[src/rtl/jtopl_pkg.sv]
// Shared OPL register map constants and timer-control field positions.
package jtopl_pkg;

  localparam logic [7:0] REG_T1   = 8'h02;
  localparam logic [7:0] REG_T2   = 8'h03;
  localparam logic [7:0] REG_TCTL = 8'h04;
  localparam logic [7:0] REG_CSM  = 8'h08;

  // Bit positions inside register 0x04
  localparam int unsigned IRQRST = 7;
  localparam int unsigned MASK1  = 6;
  localparam int unsigned MASK2  = 5;
  localparam int unsigned ST2    = 1;
  localparam int unsigned ST1    = 0;

  // Bit position of the CSM enable inside register 0x08
  localparam int unsigned CSM_BIT = 7;

  typedef enum logic [1:0] {
    ST_IDLE      = 2'd0,
    ST_ADDR_BUSY = 2'd1,
    ST_DATA_BUSY = 2'd2
  } busy_state_e;

endpackage

[src/rtl/jtopl_busy.sv]
// Post-write busy timer: counts cen ticks after each accepted CPU write.
module jtopl_busy
  import jtopl_pkg::*;
#(
  parameter int unsigned CW = 7
) (
  input  logic          clk,
  input  logic          rst,
  input  logic          cen_i,
  input  logic          start_i,
  input  busy_state_e   kind_i,
  input  logic [CW-1:0] wait_len_i,
  output logic          busy_o
);

  busy_state_e   state_q;
  logic [CW-1:0] cnt_q;

  // A new write always restarts the wait; otherwise count down on cen and drop to idle at zero
  always_ff @(posedge clk) begin
    if (rst) begin
      state_q <= ST_IDLE;
      cnt_q   <= '0;
    end else if (start_i) begin
      state_q <= kind_i;
      cnt_q   <= wait_len_i;
    end else if (cen_i && (state_q != ST_IDLE)) begin
      cnt_q <= cnt_q - CW'(1);
      if (cnt_q <= CW'(1)) begin
        state_q <= ST_IDLE;
      end
    end
  end

  assign busy_o = (state_q != ST_IDLE);

endmodule

[src/rtl/jtopl_timer_ctrl.sv]
// CPU write decoder for the OPL timer registers, status byte, IRQ and busy flag.
module jtopl_timer_ctrl
  import jtopl_pkg::*;
#(
  parameter int unsigned ADDR_WAIT = 12,
  parameter int unsigned DATA_WAIT = 84,
  parameter int unsigned CW        = 7
) (
  input  logic       clk,
  input  logic       rst,
  input  logic       cen_i,
  input  logic       cs_n_i,
  input  logic       wr_n_i,
  input  logic       a0_i,
  input  logic [7:0] din_i,
  output logic [7:0] dout_o,
  output logic       busy_o,
  output logic [7:0] value_A_o,
  output logic [7:0] value_B_o,
  output logic       load_A_o,
  output logic       load_B_o,
  output logic       clr_flag_A_o,
  output logic       clr_flag_B_o,
  output logic       flagen_A_o,
  output logic       flagen_B_o,
  input  logic       flag_A_i,
  input  logic       flag_B_i,
  input  logic       overflow_A_i,
  output logic       irq_n_o,
  output logic       csm_en_o,
  output logic       csm_keyon_o,
  output logic       reg_wr_o,
  output logic [7:0] reg_addr_o,
  output logic [7:0] reg_din_o
);

  logic       we_q, we_dly_q, a0_q;
  logic [7:0] din_q;
  logic       wr_ev_c;

  logic [7:0] reg_addr_q, reg_din_q, value_A_q, value_B_q, dout_q;
  logic       load_A_q, load_B_q, flagen_A_q, flagen_B_q;
  logic       clr_A_q, clr_B_q, csm_en_q, csm_keyon_q, reg_wr_q;

  // Register the bus so one write strobe produces exactly one event on its rising edge
  always_ff @(posedge clk) begin
    if (rst) begin
      we_q     <= 1'b0;
      we_dly_q <= 1'b0;
      a0_q     <= 1'b0;
      din_q    <= '0;
    end else begin
      we_q     <= ~cs_n_i & ~wr_n_i;
      we_dly_q <= we_q;
      a0_q     <= a0_i;
      din_q    <= din_i;
    end
  end

  assign wr_ev_c = we_q & ~we_dly_q;

  // Address latch, timer register decode, forwarding, status byte and CSM key-on
  always_ff @(posedge clk) begin
    if (rst) begin
      reg_addr_q  <= '0;
      reg_din_q   <= '0;
      value_A_q   <= '0;
      value_B_q   <= '0;
      load_A_q    <= 1'b0;
      load_B_q    <= 1'b0;
      flagen_A_q  <= 1'b1;
      flagen_B_q  <= 1'b1;
      clr_A_q     <= 1'b0;
      clr_B_q     <= 1'b0;
      csm_en_q    <= 1'b0;
      csm_keyon_q <= 1'b0;
      reg_wr_q    <= 1'b0;
      dout_q      <= '0;
    end else begin
      clr_A_q     <= 1'b0;
      clr_B_q     <= 1'b0;
      reg_wr_q    <= 1'b0;
      csm_keyon_q <= csm_en_q & overflow_A_i & cen_i;
      dout_q      <= {flag_A_i | flag_B_i, flag_A_i, flag_B_i, 5'b0};
      if (wr_ev_c) begin
        if (!a0_q) begin
          reg_addr_q <= din_q;
        end else begin
          case (reg_addr_q)
            REG_T1: value_A_q <= din_q;
            REG_T2: value_B_q <= din_q;
            REG_TCTL: begin
              if (din_q[IRQRST]) begin
                // IRQ reset only; masks and start bits are left alone
                clr_A_q <= 1'b1;
                clr_B_q <= 1'b1;
              end else begin
                flagen_A_q <= ~din_q[MASK1];
                flagen_B_q <= ~din_q[MASK2];
                load_A_q   <= din_q[ST1];
                load_B_q   <= din_q[ST2];
              end
            end
            default: begin
              // 0x08 lands here too: the other bits belong to the synth
              reg_wr_q  <= 1'b1;
              reg_din_q <= din_q;
              if (reg_addr_q == REG_CSM) begin
                csm_en_q <= din_q[CSM_BIT];
              end
            end
          endcase
        end
      end
    end
  end

  jtopl_busy #(
    .CW (CW)
  ) u_busy (
    .clk        (clk),
    .rst        (rst),
    .cen_i      (cen_i),
    .start_i    (wr_ev_c),
    .kind_i     (a0_q ? ST_DATA_BUSY : ST_ADDR_BUSY),
    .wait_len_i (a0_q ? CW'(DATA_WAIT) : CW'(ADDR_WAIT)),
    .busy_o     (busy_o)
  );

  assign irq_n_o      = ~(flag_A_i | flag_B_i);
  assign dout_o       = dout_q;
  assign value_A_o    = value_A_q;
  assign value_B_o    = value_B_q;
  assign load_A_o     = load_A_q;
  assign load_B_o     = load_B_q;
  assign clr_flag_A_o = clr_A_q;
  assign clr_flag_B_o = clr_B_q;
  assign flagen_A_o   = flagen_A_q;
  assign flagen_B_o   = flagen_B_q;
  assign csm_en_o     = csm_en_q;
  assign csm_keyon_o  = csm_keyon_q;
  assign reg_wr_o     = reg_wr_q;
  assign reg_addr_o   = reg_addr_q;
  assign reg_din_o    = reg_din_q;

endmodule

[config.mk]
export PLATFORM = sky130hd
export DESIGN_NAME = jtopl_timer_ctrl
export DESIGN_NICKNAME = d
export VERILOG_FILES = /design/src/rtl/jtopl_pkg.sv /design/src/rtl/jtopl_busy.sv /design/src/rtl/jtopl_timer_ctrl.sv
export SDC_FILE = /design/constraint.sdc
export NUM_CORES = 1
export LEC_CHECK = 0
export BUFFER_PORTS_ARGS = -buffer_cell sky130_fd_sc_hd__buf_4
export CORE_MARGIN = 8
export CORE_UTILIZATION = 56
export DETAILED_ROUTE_END_ITERATION = 10
export GPL_ROUTABILITY_DRIVEN = 0
export PLACE_DENSITY = 0.84
export RECOVER_POWER = 25
export SYNTH_ARGS = -nofsm -noshare
export SYNTH_HDL_FRONTEND = slang
export SYNTH_HIERARCHICAL = 1
export SYNTH_SLANG_ARGS = --single-unit
[constraint.sdc]
create_clock -name clk -period 5.2 [get_ports clk]
set_clock_uncertainty 0.05 [all_clocks]
set_input_delay 0.78 -clock clk [delete_from_list [all_inputs] [get_ports clk]]
set_output_delay 0.78 -clock clk [all_outputs]
set_load 0.03 [all_outputs]
==> tab_implementation.tex <==
\begin{tabular}{lr}
\hline
Metric & Value \\
\hline
\multicolumn{2}{l}{\textbf{Run status}} \\
Status & finished with violations \\
Violated checks & max-capacitance violations, max-slew violations \\
\multicolumn{2}{l}{\textbf{Synth}} \\
Async set or reset register ratio after synthesis & 0 \\
Sequential share of the synthesized area & 0.494 \\
Distinct cell type count of the synthesized netlist & 40 \\
Number of enable flip-flop cells after synthesis & 0 \\
Mean area per synthesized cell & 10.1 sq um \\
Yosys synthesis warning count & 6 \\
Library cell occupying the most area in the post-synthesis netlist & dfxtp\_1 \\
Post-synthesis register bit count & 63 \\
Main area contributors after synthesis & dfxtp\_1, mux2i\_1, nand2b\_1, nor2\_1, nor2b\_1 \\
Post-synthesis cell area & 2550 sq um \\
Portion of synthesized cell area occupied by the leading cell type & 0.494 \\
Most used flip-flop cell after synthesis & dfxtp\_1 \\
Cells after synthesis & 254 \\
\multicolumn{2}{l}{\textbf{Power and ir drop}} \\
Cell leakage power & 1.34 nW \\
Net switching power & 0.245 mW \\
Power share of the clock group & 0.388 \\
Worst ir drop on vdd & 0.000217 V \\
Share of power burned in registers & 0.528 \\
Power density of the placed cells & 301 nW/um\^{}2 \\
P\_int & 0.716 mW \\
Combinational cell fraction of total power & 0.084 \\
Fraction of power spent switching nets & 0.255 \\
\multicolumn{2}{l}{\textbf{Cells and area}} \\
Core utilization of the finished layout & 0.728 \\
Layout cell share with drive strength beyond 1 & 0.268 \\
Inserted Diodes & 0 \\
Area of the multi-input gates & 1200 sq um \\
Filler Cell Count & 345 \\
Sequential standard cell area & 1260 sq um \\
Area grow syn2layout & 24.9\% \\
Net total in the final layout & 335 \\
\multicolumn{2}{l}{\textbf{Critical path}} \\
Worst path cell trace & clkbuf\_1 -> nor2b\_1 -> or2\_2 \\
Reg2Reg Depth & 4 \\
CP arrival & 3.14 ns \\
Slowest stage delay, CP & 1.81 ns \\
Endpoint of the worst register-to-register path & value\_A\_o[0] \\
CP Data Required Time & 5.38 ns \\
Critical path capture point type & register \\
Peak fanout along the critical path & 70 \\
Reg2Reg Launch Point & we\_q \\
Cell with the biggest individual delay on the critical path & clkbuf\_1 \\
Reg-to-reg slack, setup & 2.63 ns \\
WS Path Type & input pin to register \\
Critical path startpoint category & input pin \\
\multicolumn{2}{l}{\textbf{Clock network}} \\
Hold-fix buffer count after cts & 0 \\
Master cell of the clock root buffer & clkbuf\_8 \\
Quantity of gates resized following cts & 0 \\
Number of clock sinks & 63 \\
Post CTS Setup Buffer Count & 0 \\
Clock buffer count from CTS & 9 \\
Clk pin slew, worst setup/hold paths & 0.07 ns \\
Skew-Pair Late Insertion Delay & 0.34 ns \\
Maximum clock path buffer count & 2 \\
CTS tree & yes \\
Deepest level of the CTS H-tree & 3 \\
\multicolumn{2}{l}{\textbf{Floorplan}} \\
Number of core rows & 24 \\
Die Span X & 83.5 um \\
Die Outline Area & 6980 sq um \\
Ports & 68 \\
Effective utilization at floorplan & 0.583 \\
Placeable core region & 4380 sq um \\
Vert. Die Dim & 83.5 um \\
\multicolumn{2}{l}{\textbf{Detailed routing}} \\
Count of vias placed by the detailed router & 1918 \\
Overall routed net length & 5.57 mm \\
Routed wirelength normalized by instance count & 14.9 um \\
DR vias/cell & 5.14 \\
Post-detailed-route count of antenna-violating nets & 0 \\
Post-detailed-route DRC marker count & 0 \\
1st-pass router iterations & 4 \\
Detailed router's first-iteration violation count & 67 \\
\multicolumn{2}{l}{\textbf{Timing}} \\
Tightest Pin Transition & 2.59 ns \\
Final hold violations & 0 \\
Final critical-path required period & 2.96 ns \\
Worst slew margin relative to its limit & -0.726 \\
Final period util & 0.570 \\
Final count of pins violating max slew & 71 \\
Aggregate negative setup slack & 0 ns \\
Hold slack final & 0.426 ns \\
Highest clock rate & 0.338 GHz \\
RSZ-0062 raised after global routing & no \\
Setup-failing EPs final & 0 \\
\multicolumn{2}{l}{\textbf{Global routing}} \\
Wire length of the first global-routing pass & 9.22 mm \\
Via count of the first global-routing pass & 1914 \\
Grt ovf & 0 \\
Pin count of the biggest net entering global routing & 71 \\
Combined global-route utilization of all metal layers & 0.163 \\
Initial antenna violation count & 0 \\
\multicolumn{2}{l}{\textbf{Worst hold path}} \\
Startpoint of the worst hold path & reg\_din\_o[2] \\
Endpoint of the worst hold-timing path & reg\_din\_o[2] \\
Worst hold path type & register to register \\
Cell count of the worst hold path & 2 \\
\multicolumn{2}{l}{\textbf{Place}} \\
Sum of net half-perimeters after detailed placement & 4.00 mm \\
Port buffer count & 62 \\
\multicolumn{2}{l}{\textbf{Job}} \\
Maximum Capacitance Violations & 1 \\
\hline
\end{tabular}
==> how the worst max path moves through the flow <==
stage                        from            to  slack [ns]  cells after the start
global route                  rst     dout_o[7]        1.98                      3
finish                        rst     dout_o[7]        2.24                      3
detailed placement           we_q  value_A_o[0]        2.77                      4
floorplan                flag_B_i       irq_n_o        3.18                      1
CTS                          we_q  value_A_o[0]        2.69                      4
global placement    reg_addr_o[7]  value_A_o[4]        2.86                      4
==> layer usage <==
metal | wire, um | global-route usage
met1 | 2450 | 0.184
met2 | 2600 | 0.254
met3 | 424 | 0.0703
met4 | 103 | 0.0848
met5 | 0 | 0
==> cell usage after synthesis, drive strengths merged (2+ instances only) <==
cell type and number:
nand2b 20, or4 2, nand2 2, nor2 33, mux2 2, xnor2 2, nand3b 3, mux2i 38
clkbuf 8, ha 2, nor2b 16, or2 4, dfxtp 63, buf 11, conb 2, o21a 4
a311oi 2, a21oi 4, and4b 3, nor3 7, a2111oi 3, inv 8
==> through the flow <==
step                area [sq um]  std cells  total power [mW]  setup slack (ns)
finish                      3190        373             0.961              2.24
global route                3190        373              1.00              1.98
CTS                         3200        373             0.968              2.69
detailed placement          3030        357             0.599              2.77
global placement            3030        357             0.597              2.86
floorplan                   2580        261             0.575              3.18
==> power groups by stage <==
| stage | clock network (mW) | registers, mW | logic (mW) |
|---|---|---|---|
| floorplan | 0 | 0.520 | 0.0547 |
| global route | 0.403 | 0.509 | 0.0887 |
| finish | 0.373 | 0.507 | 0.0807 |
| CTS | 0.379 | 0.507 | 0.0811 |
| global placement | 0 | 0.518 | 0.0791 |
| detailed placement | 0 | 0.518 | 0.0807 |
==> cell usage in the layout (no fill, tap or decap), drive strengths merged, types with 7 or more instances in the layout <==
cell | Yosys | layout
nor3 | 7 | 7
nand2b | 20 | 20
dfxtp | 63 | 63
nor2 | 33 | 33
inv | 8 | 8
nor2b | 16 | 16
conb | 2 | 9
mux2i | 38 | 38
clkbuf | 8 | 14
buf | 11 | 60
==> kinds of logic after synthesis <==
logic type               Yosys count  synth area share
AND/OR/NAND/NOR                   98             0.222
flip-flops                        63             0.494
multiplexers                      40             0.158
buffers and inverters             27            0.0500
AO/OA/AOI/OAI                     20            0.0573
adder cells (fa/ha/maj)            2           0.00979
other                              2           0.00294
XOR/XNOR                           2           0.00686
==> registers in the layout, indices dropped and copies added (netlist names) <==
register,cells
din_q,8
reg_addr_o,8
reg_din_o,8
value_A_o,8
value_B_o,8
u_busy/cnt_q,7
dout_o,3
u_busy/state_q,2
a0_q,1
clr_flag_B_o,1
csm_en_o,1
csm_keyon_o,1
flagen_A_o,1
flagen_B_o,1
load_A_o,1
load_B_o,1
reg_wr_o,1
we_dly_q,1
we_q,1
==> critical path: cells and delay by family <==
| kind | cells | cell delay [ns] |
|---|---|---|
| buffers and inverters | 1 | 1.81 |
| AND/OR/NAND/NOR | 2 | 0.55 |
==> cell type report <==
class	instances	area share
Clock inverter	5	0.0106
Clock buffer	11	0.0443
Multi-Input combinational cell	171	0.376
Inverter	8	0.00941
Tap cell	52	0.0204
Timing Repair Buffer	63	0.145
Sequential cell	63	0.395
Power figures use the tool's default switching activity.
